<file path="src/rtl/mips_bus_pkg.sv">
// rtl/mips_bus_pkg.sv - shared state encoding and width helpers for bus-facing CPU wrappers
package mips_bus_pkg;

    typedef enum logic [2:0] {
        IDLE,
        I_REQ,
        D_REQ,
        I_RESP,
        D_RESP
    } bridge_state_t;

    function automatic int BUS_BE_W(input int data_w);
        return data_w / 8;
    endfunction

    function automatic int BUS_ALIGN_BITS(input int data_w);
        return $clog2(data_w / 8);
    endfunction

endpackage

</file>
<file path="src/rtl/mips_bridge_ibuf.sv">
// rtl/mips_bridge_ibuf.sv - one-entry instruction buffer: tag compare, fill on fetch, invalidate on store
module mips_bridge_ibuf #(
    parameter int ADDR_W = 32,
    parameter int DATA_W = 32
) (
    input  logic              clk,
    input  logic              reset,
    input  logic [ADDR_W-1:0] lookup_addr_i,
    input  logic              fill_i,
    input  logic [ADDR_W-1:0] fill_addr_i,
    input  logic [DATA_W-1:0] fill_data_i,
    input  logic              inval_i,
    input  logic [ADDR_W-1:0] inval_addr_i,
    output logic              hit_o,
    output logic [DATA_W-1:0] word_o
);

    logic              valid_q;
    logic [ADDR_W-1:0] tag_q;
    logic [DATA_W-1:0] word_q;

    always_ff @(posedge clk) begin
        if (reset) begin
            valid_q <= 1'b0;
            tag_q   <= '0;
            word_q  <= '0;
        end else if (fill_i) begin
            valid_q <= 1'b1;
            tag_q   <= fill_addr_i;
            word_q  <= fill_data_i;
        end else if (inval_i && (inval_addr_i == tag_q)) begin
            valid_q <= 1'b0;
        end
    end

    assign hit_o  = valid_q && (lookup_addr_i == tag_q);
    assign word_o = word_q;

endmodule

</file>
<file path="src/rtl/mips_harvard_bus_bridge.sv">
// rtl/mips_harvard_bus_bridge.sv - Harvard I/D ports onto one waitrequest bus; MIPS_BRIDGE_IBUF_EN adds a fetch buffer
module mips_harvard_bus_bridge
    import mips_bus_pkg::*;
#(
    parameter int ADDR_W     = 32,
    parameter int DATA_W     = 32,
    parameter bit DATA_FIRST = 1'b1,
    localparam int BE_W      = BUS_BE_W(DATA_W)
) (
    input  logic              clk,
    input  logic              reset,
    input  logic              instr_read,
    input  logic [ADDR_W-1:0] instr_address,
    output logic [DATA_W-1:0] instr_readdata,
    output logic              instr_ack,
    input  logic              data_read,
    input  logic              data_write,
    input  logic [ADDR_W-1:0] data_address,
    input  logic [BE_W-1:0]   data_byteenable,
    input  logic [DATA_W-1:0] data_writedata,
    output logic [DATA_W-1:0] data_readdata,
    output logic              data_ack,
    output logic [ADDR_W-1:0] bus_address,
    output logic              bus_read,
    output logic              bus_write,
    output logic [BE_W-1:0]   bus_byteenable,
    output logic [DATA_W-1:0] bus_writedata,
    input  logic              bus_waitrequest,
    input  logic [DATA_W-1:0] bus_readdata
);

    localparam int ALIGN = BUS_ALIGN_BITS(DATA_W);
    localparam logic [ADDR_W-1:0] LOW_MASK = ADDR_W'((1 << ALIGN) - 1);

    bridge_state_t     state_q;
    logic              starve_q;
    logic              instr_ack_q, data_ack_q;
    logic [DATA_W-1:0] instr_readdata_q, data_readdata_q;
    logic [ADDR_W-1:0] bus_address_q;
    logic              bus_read_q, bus_write_q;
    logic [BE_W-1:0]   bus_byteenable_q;
    logic [DATA_W-1:0] bus_writedata_q;

    logic              i_req_d, d_req_d, d_wins_d;
    logic              ibuf_hit;
    logic [DATA_W-1:0] ibuf_word;

    // A request seen during its own ack cycle is the old one; only a request
    // still high one cycle later counts as a new transaction.
    assign i_req_d = instr_read & ~instr_ack_q;
    assign d_req_d = (data_read | data_write) & ~data_ack_q;

    always_comb begin
        d_wins_d = d_req_d;
        if (i_req_d && d_req_d) begin
            d_wins_d = DATA_FIRST ? !starve_q : starve_q;
        end
    end

`ifdef MIPS_BRIDGE_IBUF_EN
    mips_bridge_ibuf #(
        .ADDR_W(ADDR_W),
        .DATA_W(DATA_W)
    ) u_ibuf (
        .clk          (clk),
        .reset        (reset),
        .lookup_addr_i(instr_address & ~LOW_MASK),
        .fill_i       (state_q == I_RESP),
        .fill_addr_i  (bus_address_q),
        .fill_data_i  (bus_readdata),
        .inval_i      ((state_q == D_REQ) && bus_write_q && !bus_waitrequest),
        .inval_addr_i (bus_address_q),
        .hit_o        (ibuf_hit),
        .word_o       (ibuf_word)
    );
`else
    assign ibuf_hit  = 1'b0;
    assign ibuf_word = '0;
`endif

    always_ff @(posedge clk) begin
        if (reset) begin
            state_q          <= IDLE;
            starve_q         <= 1'b0;
            instr_ack_q      <= 1'b0;
            data_ack_q       <= 1'b0;
            instr_readdata_q <= '0;
            data_readdata_q  <= '0;
            bus_address_q    <= '0;
            bus_read_q       <= 1'b0;
            bus_write_q      <= 1'b0;
            bus_byteenable_q <= '0;
            bus_writedata_q  <= '0;
        end else begin
            instr_ack_q <= 1'b0;
            data_ack_q  <= 1'b0;
            case (state_q)
                IDLE: begin
                    if (i_req_d || d_req_d) begin
                        starve_q <= i_req_d && d_req_d && (d_wins_d == DATA_FIRST);
                    end
                    if (d_wins_d) begin
                        state_q          <= D_REQ;
                        bus_address_q    <= data_address & ~LOW_MASK;
                        bus_byteenable_q <= data_byteenable;
                        bus_writedata_q  <= data_write ? data_writedata : '0;
                        bus_write_q      <= data_write;
                        bus_read_q       <= !data_write;
                    end else if (i_req_d && ibuf_hit) begin
                        instr_readdata_q <= ibuf_word;
                        instr_ack_q      <= 1'b1;
                    end else if (i_req_d) begin
                        state_q          <= I_REQ;
                        bus_address_q    <= instr_address & ~LOW_MASK;
                        bus_byteenable_q <= '1;
                        bus_writedata_q  <= '0;
                        bus_read_q       <= 1'b1;
                    end
                end
                I_REQ, D_REQ: begin
                    if (!bus_waitrequest) begin
                        bus_read_q  <= 1'b0;
                        bus_write_q <= 1'b0;
                        if (bus_write_q) begin
                            data_ack_q <= 1'b1;
                            state_q    <= IDLE;
                        end else begin
                            state_q <= (state_q == I_REQ) ? I_RESP : D_RESP;
                        end
                    end
                end
                I_RESP: begin
                    instr_readdata_q <= bus_readdata;
                    instr_ack_q      <= 1'b1;
                    state_q          <= IDLE;
                end
                D_RESP: begin
                    data_readdata_q <= bus_readdata;
                    data_ack_q      <= 1'b1;
                    state_q         <= IDLE;
                end
                default: state_q <= IDLE;
            endcase
        end
    end

    assign instr_readdata = instr_readdata_q;
    assign instr_ack      = instr_ack_q;
    assign data_readdata  = data_readdata_q;
    assign data_ack       = data_ack_q;
    assign bus_address    = bus_address_q;
    assign bus_read       = bus_read_q;
    assign bus_write      = bus_write_q;
    assign bus_byteenable = bus_byteenable_q;
    assign bus_writedata  = bus_writedata_q;

    assert property (@(posedge clk) disable iff (reset) !(data_read && data_write));

endmodule

</file>
<file path="config.mk">
export PLATFORM = sky130hd
export DESIGN_NAME = mips_harvard_bus_bridge
export DESIGN_NICKNAME = d
export VERILOG_FILES = /design/src/rtl/mips_bus_pkg.sv /design/src/rtl/mips_bridge_ibuf.sv /design/src/rtl/mips_harvard_bus_bridge.sv
export SDC_FILE = /design/constraint.sdc
export NUM_CORES = 1
export LEC_CHECK = 0
export ABC_AREA = 1
export CAP_MARGIN = 20
export CORE_MARGIN = 5
export CORE_UTILIZATION = 25
export CTS_BUF_LIST = sky130_fd_sc_hd__clkbuf_16
export DETAILED_ROUTE_END_ITERATION = 10
export PLACE_DENSITY_LB_ADDON = 0.08
export SLEW_MARGIN = 20
export SYNTH_ARGS = -nofsm -noshare
export SYNTH_HDL_FRONTEND = slang
export SYNTH_HIERARCHICAL = 1
export SYNTH_SLANG_ARGS = --single-unit
</file>
<file path="constraint.sdc">
create_clock -name clk -period 2.1 [get_ports clk]
set_clock_uncertainty 0.05 [all_clocks]
set_input_delay 0.315 -clock clk [delete_from_list [all_inputs] [get_ports clk]]
set_output_delay 0.315 -clock clk [all_outputs]
set_load 0.01 [all_outputs]
</file>
# Word level (Yosys, flattened, before mapping)
# Index checks and enable logic that the tools add are counted.
# totals
reg_bits	140
wordCells	61
out_inout_bits	136
# classes
reduce_logical	14
muxes	24
eq_ne	7
bitwise_logic	5
# op_table
op	count
$mux 32	5
$mux 3	5
$mux 1	8
$mux 4	2
$eq 3x2->1 const B	2
$pmux 1 s2	3
$pmux 3 s2	1
$reduce_and 2->1	3
$reduce_and 3->1	2
$ne 2x2->1 const B	2
$reduce_bool 2->1	2
$eq 3x1->1 const B	1
$eq 3x3->1 const B	1
$logic_not 3->1	1
$ne 3x3->1 const B	1
$and 1x1->1	2
$logic_and 1x1->1	2
$logic_not 1->1	2
$not 1->1	2
$reduce_or 2->1	1
$logic_or 1x1->1	1
$or 1x1->1	1

# Depth between registers and ports, before layout
# Gate-level depths: netlist of the first run.
# logic_depth
depth_word	6
mapped_depth	9
ltp_nobuf	8

# Least setup slack after synthesis of the first run
# OpenSTA, ideal clock, no wires.
# synth_path
path_kind	flip-flop to flip-flop
from	register data_ack_q (netlist: data_ack)
to	register bus_writedata_q[0] (netlist: bus_writedata[0])
setup_time_ps	70
path_buffers	1
stages_incl_launch_ff	8
synth_period_minus_slack_ps	1253
path_slack_ps	847
t_arrival_ps	1132
required_time_ps	1980
cell_sequence	dfxtp_1 -> inv_2 -> o21ai_2 -> nand2_1 -> nand2_2 -> buf_4 -> nand2_1 -> a21oi_1
# synth_via
elab_chain_cells	6
# synth_lines
item	line	source
start, declared	mips_harvard_bus_bridge.sv:37	logic instr_ack_q, data_ack_q;
start signal, assigned	mips_harvard_bus_bridge.sv:86	data_ack_q <= 1'b0;
start signal, assigned	mips_harvard_bus_bridge.sv:96	data_ack_q <= 1'b0;
start signal, assigned	mips_harvard_bus_bridge.sv:125	data_ack_q <= 1'b1;
$not 1->1 *	mips_harvard_bus_bridge.sv:51	assign d_req_d = (data_read | data_write) & ~data_ack_q;
$and 1x1->1 *	mips_harvard_bus_bridge.sv:51	
$logic_and 1x1->1	mips_harvard_bus_bridge.sv:55	if (i_req_d && d_req_d) begin
$mux 1 *	mips_harvard_bus_bridge.sv:55	
$reduce_bool 2->1 (no line)	n/a	
$reduce_and 2->1 (no line)	n/a	
end signal, assigned	mips_harvard_bus_bridge.sv:106	bus_writedata_q <= data_write ? data_writedata : '0;
end, declared	mips_harvard_bus_bridge.sv:42	logic [DATA_W-1:0] bus_writedata_q;
# Every way passes the cells marked *; elsewhere a longest branch is shown, timed or not.
# A chain may end at the register's enable or synchronous reset.

# Worst setup path in the final report of the first run
# layout_path
from	register data_ack_q (netlist: data_ack)
to	output data_ack
# layout_lines
item	line	source
end, declared	mips_harvard_bus_bridge.sv:22	output logic data_ack,
# No word-level cell between the ends.

==> results.sh, run 1 <==
export IMPL_status="complete, no violations"
export IMPL_grt_pass1_vias=5384
export IMPL_nets=1069
export IMPL_grt_total_usage=0.155
export IMPL_synth_async_reset_ratio=0
export IMPL_tightestPinTransition_ps=659
export IMPL_reg2reg_depth=7
export IMPL_path_buf_inv=1
export IMPL_die_w_um=155
export IMPL_p_int_uw=7130
export IMPL_rr_startpoint="state_q[0]$_SDFFE_PP0P_"
export IMPL_post_cts_resize_count=0
export IMPL_drt_pass1_iterations=4
export IMPL_synth_seq_cells=138
export IMPL_ios=274
export IMPL_cts_tree="built"
export IMPL_endpoint_kind="primary output"
export IMPL_fin_setup_tns_ps=0
export IMPL_cts_htree_levels=4
export IMPL_critPathSlowestCell="clkdlybuf4s50_1"
export IMPL_hold_depth=3
export IMPL_fillers=2176
export IMPL_hpwl_um=12800
export IMPL_grt_pass1_wl_um=29700
export IMPL_p_switching_uw=3870
export IMPL_hold_end="bus_address[25]$_SDFFE_PP0P_"
export IMPL_drt_iter0_drc=170
export IMPL_yosys_top_cells_count="nor2_1, dfxtp_1, a21oi_1"
export IMPL_netlist_area_um2=5250
export IMPL_finalHoldViolCount=0
export IMPL_syn2layout_area_growth_pct=67.6
export IMPL_start_kind="flip-flop"
export IMPL_drive_above_1_share=0.0636
export IMPL_yosysSeqAreaShare=0.526
export IMPL_pwr_share_seq=0.329
export IMPL_power_frac_comb=0.403
export IMPL_num_vias=5312
export IMPL_crit_required_ps=1740
export IMPL_initial_core_util=0.252
export IMPL_synth_area_leader_cell="dfxtp_1"
export IMPL_antenna_found_initial=0
export IMPL_crit_fanout=3
export IMPL_cts_buffers=17
export IMPL_hp_class="primary input to flip-flop"
export IMPL_design_area_um2=8790
export IMPL_clock_path_buffers=2
export IMPL_synth_most_common_cell="nor2_1"
export IMPL_routed_wl_um=18900
export IMPL_drcViolationCount=0
export IMPL_drt_wirelength_per_cell_um=15.5
export IMPL_slew_limit_headroom=0.560
export IMPL_avgSynthCellArea_um2=7.73
export IMPL_insertion_delay_ps=410
export IMPL_portBuffers=267
export IMPL_rows=53
export IMPL_cts_hold_buf=0
export IMPL_ys_top_cells_by_area="dfxtp_1, nor2_1, a21oi_1, o21ai_0, nand2_1"
export IMPL_power_density_nw_per_um2=1250
export IMPL_final_setup_viol_count=0
export IMPL_crit_type="flip-flop to primary output"
export IMPL_place_area_um2=8220
export IMPL_cp_cell_sequence="clkdlybuf4s50_1"
export IMPL_root_buffer="clkbuf_16"
export IMPL_max_cap_violations=0
export IMPL_postCtsSetupRepairBufs=0
export IMPL_clock_sinks=138
export IMPL_vdd_ir_drop_max_v=0.000596
export IMPL_critPathLaunch="data_ack$_SDFF_PP0_"
export IMPL_grt_overflow=0
export IMPL_synth_edf_count=0
export IMPL_dieArea_um2=24000
export IMPL_ant_nets=0
export IMPL_synth_warning_count=6
export IMPL_power_frac_clock=0.269
export IMPL_fmax_mhz=561
export IMPL_drv_slew=0
export IMPL_grt_start_max_net_pins=61
export IMPL_crit_reg2reg_capture="bus_address[7]$_SDFFE_PP0P_"
export IMPL_yosysTopAreaCellShare=0.526
export IMPL_r2r_slack_ps=440
export IMPL_synth_cells=679
export IMPL_path_delay_family="buffers and inverters"
export IMPL_synth_distinct_cells=25
export IMPL_core_um2=20800
export IMPL_finalCritPeriodShare=0.849
export IMPL_die_y_um=155
export IMPL_p_leak_uw=0.00337
export IMPL_arrival_ps=1420
export IMPL_rsz0062_at_grt="no"
export IMPL_n_antenna_cell=0
export IMPL_worstHoldStart="data_address[25]"
export IMPL_path_clk_slew_ps=60
export IMPL_cpPeakStageDelay_ps=610
export IMPL_gp_congestion=0.754
export IMPL_synthFlopType="dfxtp_1"
export IMPL_swShare=0.352
export IMPL_viasPerCell=4.36
export IMPL_fin_crit_ps=1780
## power groups by stage
| stage | clock network (uW) | registers, uW | logic (uW) |
|---|---|---|---|
| 4_1_cts | 3070 | 3620 | 4550 |
| 5_1_grt | 3190 | 3700 | 4910 |
| 2_1_floorplan | 0 | 3960 | 2010 |
| 3_3_place_gp | 0 | 3660 | 4550 |
| 3_5_place_dp | 0 | 3670 | 4540 |
| 6_report | 2950 | 3610 | 4430 |
## logic make-up after synthesis
| family | count (synthesis) | synth area share |
|---|---|---|
| AND/OR/NAND/NOR | 275 | 0.217 |
| AO/OA/AOI/OAI | 199 | 0.193 |
| buffers and inverters | 66 | 0.0632 |
| flip-flops | 138 | 0.526 |
| other | 1 | 0.000715 |
## cell usage in the layout (no fill, tap or decap), types with 3 or more instances in the layout
master / count
buf_12: 9
nand3_1: 36
a21oi_1: 99
dfxtp_1: 138
o21ai_0: 94
inv_6: 4
buf_4: 6
inv_2: 6
nand2_1: 84
nor2_1: 143
clkinv_1: 3
clkdlybuf4s50_1: 267
clkbuf_16: 17
o21ai_1: 4
inv_1: 11
## area by class of cell
type	instances	area, um^2	share of cell area
Clock buffer	17	425	0.0484
Timing Repair Buffer	282	2900	0.329
Sequential cell	138	2760	0.314
Multi-Input combinational cell	476	2160	0.245
Tap cell	275	344	0.0391
Inverter	16	60.1	0.00683
Clock inverter	15	148	0.0168
## sequential cells by signal, summed over array words and instances, names as in the netlist
name,flops
bus_writedata,32
data_readdata,32
instr_readdata,32
bus_address,30
bus_byteenable,4
state_q,3
bus_read,1
bus_write,1
data_ack,1
instr_ack,1
starve_q,1
## tightest hold or removal path: cells and delay by family
family                 cells  cell delay (ps)
buffers and inverters      1              390
and+or+nand+nor            1               60
AOI/OAI and AO/OA          1               50
## how the worst max path moves through the flow
stage / end / depth (start not counted) / slack (ps)
4_1_cts: data_ack / 1 / 280
2_1_floorplan: bus_writedata[0]$_SDFFE_PP0P_ / 7 / 850
3_5_place_dp: bus_writedata[23]$_SDFFE_PP0P_ / 7 / 220
6_report: data_ack / 1 / 320
3_3_place_gp: bus_writedata[28]$_SDFFE_PP0P_ / 7 / 240
5_1_grt: bus_address[8]$_SDFFE_PP0P_ / 7 / 280
## metrics by stage
step	worst slack (ps)	std cells	utilization	hold slack [ps]	total power, uW
after CTS	284	1219	0.422	375	11200
final	318	1219	0.422	405	11000
after global routing	281	1219	0.422	391	11800
after floorplan	847	680	-	394	5970
after global placement	243	1187	0.395	402	8200
after detailed placement	219	1187	0.395	406	8200
## routing by layer
| layer | share of wire | global-route usage | vias up | wire length [um] |
|---|---|---|---|---|
| met2 | 0.45 | 0.242 | 173 | 8530 |
| met3 | 0.094 | 0.0695 | 14 | 1790 |
| met1 | 0.45 | 0.194 | 2390 | 8440 |
| met5 | 0 | 0 | - | 0 |
| li1 | - | - | 2735 | - |
| met4 | 0.010 | 0.0429 | 0 | 189 |
Note: power is estimated with default switching activity, not from simulation.
==> run 2: changes to the inputs <==
==> constraint.sdc (replaced) <==
create_clock -name clk -period 1.6 [get_ports clk]
set_clock_uncertainty 0.05 [all_clocks]
set_input_delay 0.24 -clock clk [delete_from_list [all_inputs] [get_ports clk]]
set_output_delay 0.24 -clock clk [all_outputs]
set_load 0.01 [all_outputs]
==> results.sh, run 2 (synthesized netlist as in run 1, its figures left out) <==
export IMPL_cts_tree="built"
export IMPL_endpoint_kind="primary output"
export IMPL_crit_required_ps=1310
export IMPL_clock_path_buffers=2
export IMPL_path_delay_family="flip-flops"
export IMPL_rows=53
export IMPL_core_um2=20800
export IMPL_grt_overflow=0
export IMPL_arrival_ps=1150
export IMPL_dieArea_um2=24000
export IMPL_max_cap_violations=0
export IMPL_reg2reg_depth=8
export IMPL_start_kind="flip-flop"
export IMPL_viasPerCell=4.41
export IMPL_cts_htree_levels=4
export IMPL_final_cell_mix="nor2_1, dfxtp_1, clkdlybuf4s50_1, dlygate4sd2_1, a21oi_1"
export IMPL_whs_ps=325
export IMPL_die_w_um=155
export IMPL_crit_reg2reg_capture="bus_writedata[21]$_SDFFE_PP0P_"
export IMPL_status="complete, no violations"
export IMPL_drt_iter0_drc=209
export IMPL_fin_crit_ps=1440
export IMPL_root_buffer="clkbuf_16"
export IMPL_cpPeakStageDelay_ps=410
export IMPL_hold_end="bus_address[21]$_SDFFE_PP0P_"
export IMPL_dpl_cell_count=1203
export IMPL_cp_cell_sequence="dlygate4sd2_1"
export IMPL_hold_depth=3
export IMPL_path_clk_slew_ps=60
export IMPL_initial_core_util=0.252
export IMPL_n_antenna_cell=0
export IMPL_final_setup_viol_count=0
export IMPL_num_vias=5444
export IMPL_layout_commonest_cell="nor2_1"
export IMPL_grt_total_usage=0.156
export IMPL_nets=1085
export IMPL_cts_buffers=17
export IMPL_power_density_nw_per_um2=1610
export IMPL_hpwl_um=13000
export IMPL_postCtsSetupRepairBufs=0
export IMPL_tightestPinTransition_ps=680
export IMPL_worstHoldStart="data_address[21]"
export IMPL_drv_slew=0
export IMPL_drive_above_1_share=0.0802
export IMPL_drcViolationCount=0
export IMPL_finalCritPeriodShare=0.898
export IMPL_die_y_um=155
export IMPL_fmax_mhz=696
export IMPL_vdd_ir_drop_max_v=0.000848
export IMPL_grt_start_max_net_pins=53
export IMPL_routed_wl_um=19100
export IMPL_gp_congestion=0.762
export IMPL_antenna_found_initial=0
export IMPL_slew_limit_headroom=0.546
export IMPL_path_depth=1
export IMPL_ant_nets=0
export IMPL_syn2layout_area_growth_pct=69.3
export IMPL_drt_wirelength_per_cell_um=15.4
export IMPL_r2r_slack_ps=180
export IMPL_finalHoldViolCount=0
export IMPL_portBuffers=267
export IMPL_hp_class="primary input to flip-flop"
export IMPL_critPathSlowestCell="dfxtp_1"
export IMPL_critPathLaunch="data_ack$_SDFF_PP0_"
export IMPL_rr_startpoint="state_q[1]$_SDFFE_PP0P_"
export IMPL_crit_type="flip-flop to primary output"
export IMPL_clock_sinks=138
export IMPL_grt_pass1_vias=5421
export IMPL_finalNonFillerCells=1235
export IMPL_p_leak_uw=0.00432
export IMPL_grt_pass1_wl_um=30100
export IMPL_rsz0062_at_grt="no"
export IMPL_drt_pass1_iterations=7
export IMPL_crit_fanout=3
export IMPL_ios=274
export IMPL_path_buf_inv=1
export IMPL_insertion_delay_ps=420
[run 2: cell types whose count changed in the layout (fill, tap and decap cells not counted), sizes merged]
| cell | previous run | this run |
|---|---|---|
| buf | 15 | 31 |
| bufinv | 2 | 3 |
| clkdlybuf4s50 | 267 | 133 |
| dlygate4sd2 | 0 | 111 |
| dlymetal6s2s | 0 | 23 |
| inv | 21 | 20 |
[run 2: worst register-to-register path: cells and delay by family (launching register included)]
family                 cells  cell delay, ps
and+or+nand+nor            4             390
DFF                        1             360
AOI/OAI and AO/OA          1              60
buffers and inverters      3             460
[run 2: where the power goes]
| part | leakage (uW) | internal (uW) | switching, uW |
|---|---|---|---|
| combinational | 0.00290 | 2470 | 3100 |
| sequential | 0.00113 | 4310 | 412 |
| clock | 0.000291 | 2450 | 1600 |
[run 2: layer usage]
metal  wire [um]  global-route usage  vias to the layer above
met1        8440               0.201                     2457
li1            -                   -                     2776
met2        8410               0.237                      195
met5           0                   0                        -
met3        1950              0.0715                       16
met4         246              0.0442                        0
[run 2: through the flow]
step | cell area (um^2) | setup TNS, ps | util | power, uW | setup WS, ps
floorplan | 5250 | 0 | - | 7830 | 347
finish | 8880 | 0 | 0.427 | 14300 | 164
CTS | 8830 | 0 | 0.424 | 14700 | 0.372
detailed placement | 8370 | -10680 | 0.402 | 11000 | -182
global placement | 8370 | -9780 | 0.402 | 11000 | -176
global route | 8880 | 0 | 0.427 | 15400 | 17.6
[run 2: worst max-delay path by stage]
stage | to
finish | data_ack
global route | instr_readdata[21]$_SDFFE_PP0P_
CTS | data_readdata[10]
detailed placement | bus_address[12]$_SDFFE_PP0P_
global placement | bus_address[12]$_SDFFE_PP0P_
floorplan | bus_writedata[0]$_SDFFE_PP0P_
[run 2: final cells by class]
cell class | instances | area [um^2]
clock buffer | 17 | 425
clock inverter | 15 | 174
inverter | 16 | 60.1
tap | 275 | 344
multi-input combinational | 476 | 2160
timing repair buffer | 298 | 2960
sequential | 138 | 2760
fill | 2192 | 11900
[run 2: timing repair]
action,in CTS,in global routing
hold buffers,0,0
gates cloned,0,0
endpoints found under the setup margin,111,23
resized for setup,111,23
